==> src/rtl/clk_period_meter.sv <==
// clk_period_meter: measures period and high time of an async slow signal in in_clk cycles.
// Define PERIOD_METER_DUTY_EN to implement high_time; otherwise it is tied to 0.
module clk_period_meter #(
  parameter int CNT_WIDTH = 33,
  parameter logic [CNT_WIDTH-1:0] TIMEOUT = 33'd200000000,
  parameter int SYNC_STAGES = 2
) (
  input  logic                 in_clk,
  input  logic                 rst,
  input  logic                 sig_in,
  input  logic                 meas_ready,
  output logic                 meas_valid,
  output logic [CNT_WIDTH-1:0] period,
  output logic [CNT_WIDTH-1:0] high_time,
  output logic                 locked,
  output logic                 timeout,
  output logic                 overrun
);
  typedef enum logic {WAIT_EDGE, MEASURE} state_t;
  state_t state;
  logic [SYNC_STAGES-1:0] sync_q;
  logic hist, sync, rise, done, load, expire;
  logic [CNT_WIDTH-1:0] period_cnt;
  assign sync = sync_q[SYNC_STAGES-1];
  assign rise = sync & ~hist;
  assign done = state == MEASURE && rise;
  assign expire = state == MEASURE && !rise && period_cnt == TIMEOUT;
  // a completion is accepted when the output slot is empty or being drained this cycle
  assign load = done && (!meas_valid || meas_ready);
  always_ff @(posedge in_clk)
    if (rst) begin
      state <= WAIT_EDGE;
      sync_q <= '0;
      hist <= 1'b0;
      period_cnt <= '0;
      period <= '0;
      meas_valid <= 1'b0;
      locked <= 1'b0;
      timeout <= 1'b0;
      overrun <= 1'b0;
    end else begin
      sync_q <= {sync_q[SYNC_STAGES-2:0], sig_in};
      hist <= sync;
      if (rise) begin
        state <= MEASURE;
        period_cnt <= CNT_WIDTH'(1);
      end else if (expire) begin
        state <= WAIT_EDGE;
        period_cnt <= '0;
        timeout <= 1'b1;
        locked <= 1'b0;
      end else if (state == MEASURE) period_cnt <= period_cnt + CNT_WIDTH'(1);
      if (load) begin
        period <= period_cnt;
        meas_valid <= 1'b1;
        locked <= 1'b1;
        timeout <= 1'b0;
      end else begin
        if (done) overrun <= 1'b1;
        if (meas_valid && meas_ready) meas_valid <= 1'b0;
      end
    end
`ifdef PERIOD_METER_DUTY_EN
  logic [CNT_WIDTH-1:0] high_cnt;
  always_ff @(posedge in_clk)
    if (rst) begin
      high_cnt <= '0;
      high_time <= '0;
    end else begin
      high_cnt <= rise ? CNT_WIDTH'(1) : (state == MEASURE && !expire) ? high_cnt + CNT_WIDTH'(sync) : '0;
      if (load) high_time <= high_cnt;
    end
`else
  assign high_time = '0;
`endif
endmodule
==> config.mk <==
export PLATFORM = sky130hd
export DESIGN_NAME = clk_period_meter
export DESIGN_NICKNAME = d
export VERILOG_FILES = /design/src/rtl/clk_period_meter.sv
export SDC_FILE = /design/constraint.sdc
export NUM_CORES = 1
export LEC_CHECK = 0
export ABC_AREA = 1
export CORE_MARGIN = 2
export CORE_UTILIZATION = 25
export CTS_BUF_LIST = sky130_fd_sc_hd__clkbuf_16
export CTS_CLUSTER_SIZE = 30
export DETAILED_ROUTE_END_ITERATION = 8
export PLACE_DENSITY_LB_ADDON = 0.05
export RECOVER_POWER = 25
export SLEW_MARGIN = 20
export SYNTH_ARGS = -nofsm -noshare
export SYNTH_HDL_FRONTEND = slang
export SYNTH_SLANG_ARGS = --single-unit
==> constraint.sdc <==
create_clock -name in_clk -period 2.5 [get_ports in_clk]
set_clock_uncertainty 0.15 [all_clocks]
set_input_delay 0.5 -clock in_clk [delete_from_list [all_inputs] [get_ports in_clk]]
set_output_delay 0.5 -clock in_clk [all_outputs]
set_load 0.05 [all_outputs]
==> flow_summary.ini <==
[pwr]
ir_drop_mv = 0.406
power_density_nw_per_um2 = 621
total_power_uw = 2660
power.share.combinational_pct = 7.8
p_int_uw = 1970
switchingPower_uw = 681
p_leak_uw = 0.00157
pwr-share-clk_pct = 47.0
swShare_pct = 25.6
pwr-share-seq_pct = 45.2

[worst_setup_path]
crit_required_ns = 1.85
crit_path_start_kind = flop
cp_max_fo = 2
path_cells = clkdlybuf4s50_1
arrival_ns = 1.50
criticalPathCategory = flop to primary output
path_buf_inv = 1
critPathTopFamily = buffers and inverters
cp_slowest_cell = clkdlybuf4s50_1
crit_path_end_kind = primary output
cpPeakStageDelay_ns = 0.81

[sta]
finalHoldViolCount = 0
final.setup.tns_ns = 0
setup_viol = 0
setup_slack_ns = 0.352
drv_slew = 0
rsz0062_at_grt = false
fmax_ghz = 0.466
period_share_pct = 85.9
tightest_slew_ns = 0.562
slew_headroom_pct = 62.4
period_minus_slack_ns = 2.15

[grt]
antenna_found_initial = 0
grt_pass1_wl_mm = 15.1
track_usage_pct = 13.5
overflow = 0
grt_pass1_vias = 2836
grt_max_degree = 32

[placed_design]
place_area_um2 = 4030
place.gp.congestion = 0.799
port_buffers = 40
dpl.hpwl_mm = 6.92
dp_slack_ns = 0.0625

[clocking]
postCtsHoldBufs = 0
numCtsBuffers = 9
cts_root_buf = clkbuf_16
cts_resized = 0
cts.reportedPaths.clkPinSlew_ns = 0.06
htree_levels = 3
cts_setup_buffers = 0
insertion_delay_ns = 0.35
clock-sinks = 74
cts.path.max_buffers = 2
cts_tree = yes

[synth]
yosysMostFrequentCell = nor2_1
synth-simple-area-share_pct = 29.1
synth-warning-count = 0
ys_ff_latch = 74
synthFlopType = dfxtp_1
synth_area_leaders = dfxtp_1, nor2_1, buf_4
synth_compound_area_share_pct = 10.5
synthAdderAreaFrac_pct = 0.704
synth_top_family_by_area = simple AND/OR/NAND/NOR gates
syn_area_per_cell_um2 = 7.35
synth_xor_area_share_pct = 4.19
synth_edf_count = 0
netlist_area_um2 = 3560
yosysTopAreaCell = dfxtp_1
synth-async-reset-ratio_pct = 0
yosys.area.top_type_share_pct = 41.7
muxShareOfSynthArea_pct = 0
synthDistinctLibCells = 32
ys_top_cells_by_count = nor2_1, dfxtp_1, nand2_1
netlist_instances = 484
yosysSeqAreaShare_pct = 41.7

[cells_and_area]
drive_gt1_share_pct = 7.72
final_nets = 532
stdcell_area_um2 = 4280
syn2layout_area_growth_pct = 20.3
final_util_pct = 30.8
fill_cells = 1530
insertedDiodeCount = 0

[die]
dieWidth_um = 123
core.rowCount = 43
dieArea_um2 = 15200
die-height_um = 123
initial_core_util_pct = 25.6
pin_count = 74
core-area_um2 = 13900

[hold_path]
min_path_type = flop to flop

[run]
maxCapViolations = 0

[status]
outcome = finished clean

[route]
drc = 0
dr.pass1.iters = 4
first_iter_violations = 101
drtAntennaViolNets = 0
vias = 2915
finalWirelength_mm = 9.41
wl_per_cell_um = 13.2
viasPerCell = 4.10
## cell families after synthesis
group / Yosys count
AOI/OAI and AO/OA: 73
xor gates and xnor gates: 17
buffers and inverters: 90
other: 1
and+or+nand+nor: 227
adders and majority gates: 2
DFF: 74
## flip-flops by register name (all words and copies together), names as in the netlist
register / flops
state: 1
sync_q: 2
overrun: 1
locked: 1
hist: 1
period_cnt: 33
period: 33
timeout: 1
meas_valid: 1
## final timing paths
check	from	end	slack, ns	depth (start not counted)
min	sync_q[0]$_SDFF_PP0_	sync_q[1]$_SDFF_PP0_	0.25	2
min reg2reg	sync_q[0]$_SDFF_PP0_	sync_q[1]$_SDFF_PP0_	0.25	2
max reg2reg	period_cnt[0]$_SDFFE_PP0P_	period_cnt[18]$_SDFFE_PP0P_	0.44	9
max	period[21]$_SDFFE_PP0P_	period[21]	0.35	1
## through the flow
step	hold slack, ns	cells
floorplan	0.238	516
global placement	0.243	695
detailed placement	0.249	695
CTS	0.257	711
global route	0.272	711
finish	0.255	711
## layer usage
layer	GRT usage, %	up-vias	part of all wire (%)
met3	4.70	9	4.6
met5	0	-	0
li1	-	1552	-
met1	17.4	1293	49
met2	21.2	61	45
met4	4.05	0	1.4
## cells in the final DEF (no fill, tap or decap), drive strengths merged, types with 3 or more instances in the layout
| cell type | synthesis | final |
|---|---|---|
| xor2 | 11 | 11 |
| o21ai | 37 | 37 |
| buf | 41 | 5 |
| clkdlybuf4s50 | 0 | 39 |
| nand2 | 75 | 75 |
| a21oi | 34 | 34 |
| nor3 | 5 | 5 |
| clkinv | 0 | 3 |
| conb | 1 | 33 |
| nand3 | 21 | 21 |
| nor2 | 113 | 113 |
| inv | 43 | 46 |
| xnor2 | 6 | 6 |
| nand4 | 9 | 9 |
| dfxtp | 74 | 74 |
| clkbuf | 6 | 10 |
## layout make-up
cell class,instances,area [um^2],area share [%]
clock buffers,9,225,5.26
clock inverters,7,53.8,1.26
repair buffers,46,442,10.3
well taps,180,225,5.26
inverters,43,161,3.77
flip-flops and latches,74,1480,34.6
multi-input cells,352,1690,39.5
## power groups by stage
stage	combinational [uW]	clock (uW)	sequential, uW
after CTS	210	1300	1200
final	207	1250	1200
after global placement	210	0	1230
after floorplan	194	0	1250
after global routing	224	1340	1200
after detailed placement	211	0	1230
No activity file was read; power rests on OpenSTA's default activity.
==> RTL change 1: new RTL, same flow settings <==
The option `PERIOD_METER_DUTY_EN` is turned on by a define.
--- a/src/rtl/clk_period_meter.sv
+++ b/src/rtl/clk_period_meter.sv
@@ -1,5 +1,7 @@
 // clk_period_meter: measures period and high time of an async slow signal in in_clk cycles.
 // Define PERIOD_METER_DUTY_EN to implement high_time; otherwise it is tied to 0.
+`define PERIOD_METER_DUTY_EN
+
 module clk_period_meter #(
   parameter int CNT_WIDTH = 33,
   parameter logic [CNT_WIDTH-1:0] TIMEOUT = 33'd200000000,
Check against the original RTL: not equivalent (Yosys sat finds a counterexample within 10 cycles, from zero or initial values and one cycle with rst high).
==> RTL change 1 against the unedited design <==
Routed wire length grew 100%. Fmax shrank 6.2%. Sequential cell count grew 66. Non-clock buffer count grew 39. Cell count grew 80%. Power grew 91%. Design area grew 86%. Largest power group unchanged. First-iteration DRC count grew to 3.4 times the old value. Area after synthesis grew 76%. Worst setup slack lost 140 ps. Register-to-register slack is essentially flat.
==> RTL change 1: results (changes against the unedited design) <==
run_status:
  status: "completed"
final_layout:
  post_route_cells_drive_above_1_share_pct: 7.33  # -0.39 points
  fillers: 2655  # +74%
  layout.nets: 950  # +79%
logic_synthesis:
  ys_ff_latch: 140  # +89%
  synth_cell_type_count: 33  # +3.1%
  yosysSeqAreaShare_pct: 44.7  # +3.0 points
  ys_top_cells_by_area: "dfxtp_1 (45%), nand2_1 (9.6%), nand3_1 (7.9%)"
  synth.cells.most_frequent: "nand2_1 (161), dfxtp_1 (140), nor2_1 (129)"
  yosysMostFrequentCell: "nand2_1"
detailed_routing:
  drt_iter0_markers: 344  # +240%
  drt-pass1-iter-count: 5  # +1
  vias: 5569  # +91%
  wl_per_cell_um: 15.0  # +14%
worst_setup_path:
  cp.arrival_ps: 1640  # +140 ps
  max_stage_delay_ps: 830  # +20 ps
global_routing:
  grt_pass1_vias: 5764  # +100%
  antenna_found_initial: 0  # unchanged
  grt_pass1_wl_um: 31500  # +110%
  grt_usage_pct: 15.4  # +1.9 points
  grt_max_degree: 69  # +120%
clock_tree:
  clk_latency_ps: 430  # +80 ps
  post_cts_buffers: 0  # unchanged
  numCtsBuffers: 17  # +8
place:
  place_ws_ps: 410  # +348 ps
  dp_hpwl_um: 14200  # +110%
  gp_congestion: 0.799  # about the same
  io_buffers: 73  # +83%
power_and_ir_drop:
  p_leak_nw: 2.61  # +66%
  ir_drop_uv: 354  # -13%
hold_path:
  holdCritPathClass: "register to register"
sta:
  final.min_clock_period_ps: 2290  # +143 ps
  worst_pin_slew_ps: 539  # -23.4 ps
## RTL change 1: cell count changes after synthesis, sizes merged, moves of 21 or more
cell,before,now
buf,41,16
dfxtp,74,140
inv,43,116
nand2,75,164
nand3,21,106
nor2,113,146
nor3,5,26
o21ai,37,69
## RTL change 1: cell families after synthesis
kind of cell | synth area share (%)
compound gates | 6.62
buf+inv | 9.98
xor+xnor | 4.47
fa+ha+maj | 0.798
simple gates | 33.4
flops | 44.7
## RTL change 1: power by group
group | switching (mW) | internal, mW | total, mW | leakage (nW)
clock | 0.997 | 1.75 | 2.75 | 0.306
sequential | 0.00564 | 2.24 | 2.24 | 1.13
combinational | 0.0642 | 0.0213 | 0.0854 | 1.18
total | 1.07 | 4.01 | 5.07 | 2.61
## RTL change 1: area by class of cell
| class | count | share of cell area (%) |
|---|---|---|
| Clock inverter | 15 | 2.58 |
| Clock buffer | 17 | 5.34 |
| Timing Repair Buffer | 85 | 10.6 |
| Inverter | 116 | 5.47 |
| Multi-Input combinational cell | 582 | 35.7 |
| Sequential cell | 140 | 35.2 |
| Tap cell | 324 | 5.09 |
## RTL change 1: worst paths after layout
| check | cells past startpoint | to | from |
|---|---|---|---|
| max | 1 | high_time[24] | high_time[24] |
| min | 2 | sync_q[1] | sync_q[0] |
| max reg2reg | 11 | high_cnt[32] | sync_q[1] |
| min reg2reg | 2 | sync_q[1] | sync_q[0] |
## RTL change 1: metal layers
metal  GRT usage [%]  part of all wire [%]
met1            18.4                    45
met2            27.9                    51
met3            3.06                   2.5
met4            4.79                   1.4
met5               0                     0
## RTL change 1: stage by stage
stage	hold WS (ps)	cell area, um2	power (mW)	instances
2_1_floorplan	238	6270	2.36	867
3_3_place_gp	275	7350	2.38	1247
3_5_place_dp	274	7350	2.38	1247
4_1_cts	282	7980	5.15	1279
5_1_grt	282	7960	5.26	1279
6_report	269	7960	5.07	1279
## RTL change 1: worst reg2reg max path: stages (launching register included)
cell	delay [ps]
dfxtp_1	390
ha_1	250
ha_1	250
nand3_1	220
inv_1	100
nand2_1	90
nor2_1	240
nand2_1	80
nand2_1	60
nand2_1	40
inv_1	40
nor2_1	30
==> RTL change 2: new RTL, same settings <==
Without the edit above. Register the output `timeout` once more, cleared by the reset; this adds one clock of latency there. The other outputs are not delayed to match.
--- a/src/rtl/clk_period_meter.sv
+++ b/src/rtl/clk_period_meter.sv
@@ -17,6 +17,8 @@
   output logic                 overrun
 );
   typedef enum logic {WAIT_EDGE, MEASURE} state_t;
+
+  logic timeout_s0;
   state_t state;
   logic [SYNC_STAGES-1:0] sync_q;
   logic hist, sync, rise, done, load, expire;
@@ -36,7 +38,7 @@
       period <= '0;
       meas_valid <= 1'b0;
       locked <= 1'b0;
-      timeout <= 1'b0;
+      timeout_s0 <= 1'b0;
       overrun <= 1'b0;
     end else begin
       sync_q <= {sync_q[SYNC_STAGES-2:0], sig_in};
@@ -47,14 +49,14 @@
       end else if (expire) begin
         state <= WAIT_EDGE;
         period_cnt <= '0;
-        timeout <= 1'b1;
+        timeout_s0 <= 1'b1;
         locked <= 1'b0;
       end else if (state == MEASURE) period_cnt <= period_cnt + CNT_WIDTH'(1);
       if (load) begin
         period <= period_cnt;
         meas_valid <= 1'b1;
         locked <= 1'b1;
-        timeout <= 1'b0;
+        timeout_s0 <= 1'b0;
       end else begin
         if (done) overrun <= 1'b1;
         if (meas_valid && meas_ready) meas_valid <= 1'b0;
@@ -73,4 +75,12 @@
 `else
   assign high_time = '0;
 `endif
+  always_ff @(posedge in_clk) begin
+      if (rst) begin
+          timeout <= '0;
+      end else begin
+          timeout <= timeout_s0;
+      end
+  end
+
 endmodule
Function: same outputs for any inputs over 10 cycles, from zero or initial values and one cycle with rst high; that may be too few to reach the edited logic, so the function may still have changed.
==> RTL change 2 against the unedited design <==
Sequential cell count grew 1. Worst setup slack lost 19 ps. First-iteration DRC count shrank 0.99%. Sequential share of layout area grew 0.61 points. Non-clock buffer count grew 3. Power shrank 3.4%. Design area shrank 0.41%. Register-to-register slack gained 50 ps. Area after synthesis shrank 1.3%. Largest power group is now registers. Global-route usage grew 0.27 points. Routed wire length shrank 1.1%. Fmax shrank 0.86%.
==> RTL change 2: results (changes against the unedited design) <==
clock_tree:
  path_clk_slew_ps: 60  # about the same
  numCtsBuffers: 9  # unchanged
  cts_max_path_buffers: 2  # unchanged
place:
  dp_hpwl_um: 7000  # +1.2%
  dp.cells: 699  # +0.58%
  gp_congestion: 0.837  # +4.9%
final_layout:
  post_route_cells_drive_above_1_share_pct: 6.57  # -1.2 points
  layout.nets: 536  # +0.75%
  fillers: 1545  # +0.98%
  reg_top3: "period: 33 flops, period_cnt: 33 flops, sync_q: 2 flops"
  stdcell_count: 713  # +0.28%
worst_setup_path:
  max_stage_delay_ps: 810  # about the same
  reg2reg_from: "period_cnt[0]"
  crit_fanout: 2  # unchanged
  cp-startpoint: "period[2]"
sta:
  worst_pin_slew_ps: 558  # -4.28 ps
logic_synthesis:
  yosysSeqAreaShare_pct: 42.8  # +1.1 points
  synth.cells.most_frequent: "nor2_1 (98), dfxtp_1 (75), nand2_1 (69)"
  ys_top_cells_by_area: "dfxtp_1 (43%), nor2_1 (10%), buf_4 (7.7%)"
  avgSynthCellArea_um2: 7.23  # -1.5%
  yosys_warnings: 0  # unchanged
  synth_cell_type_count: 26  # -19%
run_status:
  status: "completed"
detailed_routing:
  postRouteAntennaNets: 0  # unchanged
  vias_per_cell: 4.15  # +1.3%
  drt_iter0_markers: 100  # -0.99%
  wirelength_um: 9300  # -1.1%
  drt-pass1-iter-count: 4  # unchanged
global_routing:
  grt_max_degree: 28  # -13%
  antenna_found_initial: 0  # unchanged
  grt_pass1_vias: 2895  # +2.1%
  use_met1_pct: 19.3  # +1.9 points
  grt_usage_pct: 13.8  # +0.27 points
  grt_pass1_wl_um: 15500  # +2.5%
  use_met2_pct: 19.6  # -1.6 points
  globalRouteMet3Util_pct: 3.39  # -1.3 points
power_and_ir_drop:
  ir_drop_uv: 220  # -46%
  p_leak_nw: 1.60  # +1.7%
==> RTL change 2: cell families after synthesis <==
kind of cell             after synthesis  synth area share (%)
adder cells (fa/ha/maj)                2                 0.713
XOR/XNOR                              17                  4.24
other                                  1                 0.107
buffers and inverters                 93                  13.9
flip-flops                            75                  42.8
AO/OA/AOI/OAI                         74                  10.7
AND/OR/NAND/NOR                      223                  27.6
==> RTL change 2: layer usage <==
metal  part of all wire (%)  vias to the layer above
met5                      0                        -
met4                    2.1                        0
met3                    4.4                       15
met2                     41                       72
met1                     52                     1308
li1                       -                     1566
==> RTL change 2: area by class of cell <==
class | instances | area, um2 | area share [%]
Clock inverter | 5 | 23.8 | 0.558
Clock buffer | 9 | 225 | 5.28
Tap cell | 180 | 225 | 5.28
Timing Repair Buffer | 49 | 470 | 11.0
Sequential cell | 75 | 1500 | 35.2
Multi-Input combinational cell | 349 | 1640 | 38.5
Inverter | 46 | 173 | 4.05
==> RTL change 2: report_power, final <==
group,switching (mW),total [mW],internal [mW]
Sequential,0.00724,1.21,1.21
Combinational,0.179,0.212,0.0331
Clock,0.491,1.14,0.648
Total,0.677,2.57,1.89
==> RTL change 2: final timing paths <==
path,endpoint,slack [ps],cells after the start
setup / recovery,period[2],330,1
hold / removal,sync_q[1],250,2
setup reg to reg,period_cnt[18],490,10
hold reg to reg,sync_q[1],250,2
==> RTL change 2: worst min-delay path: cells and delay by family, from the launching register on <==
kind | cells | cell delay (ps)
flip-flops | 1 | 290
AND/OR/NAND/NOR | 1 | 30
buffers and inverters | 1 | 40
==> RTL change 2: stage by stage <==
stage / hold WS [ps] / setup slack [ps]
after floorplan: 238 / 841
after global placement: 241 / 463
after detailed placement: 249 / 479
after CTS: 257 / 322
after global routing: 307 / 164
final: 254 / 333
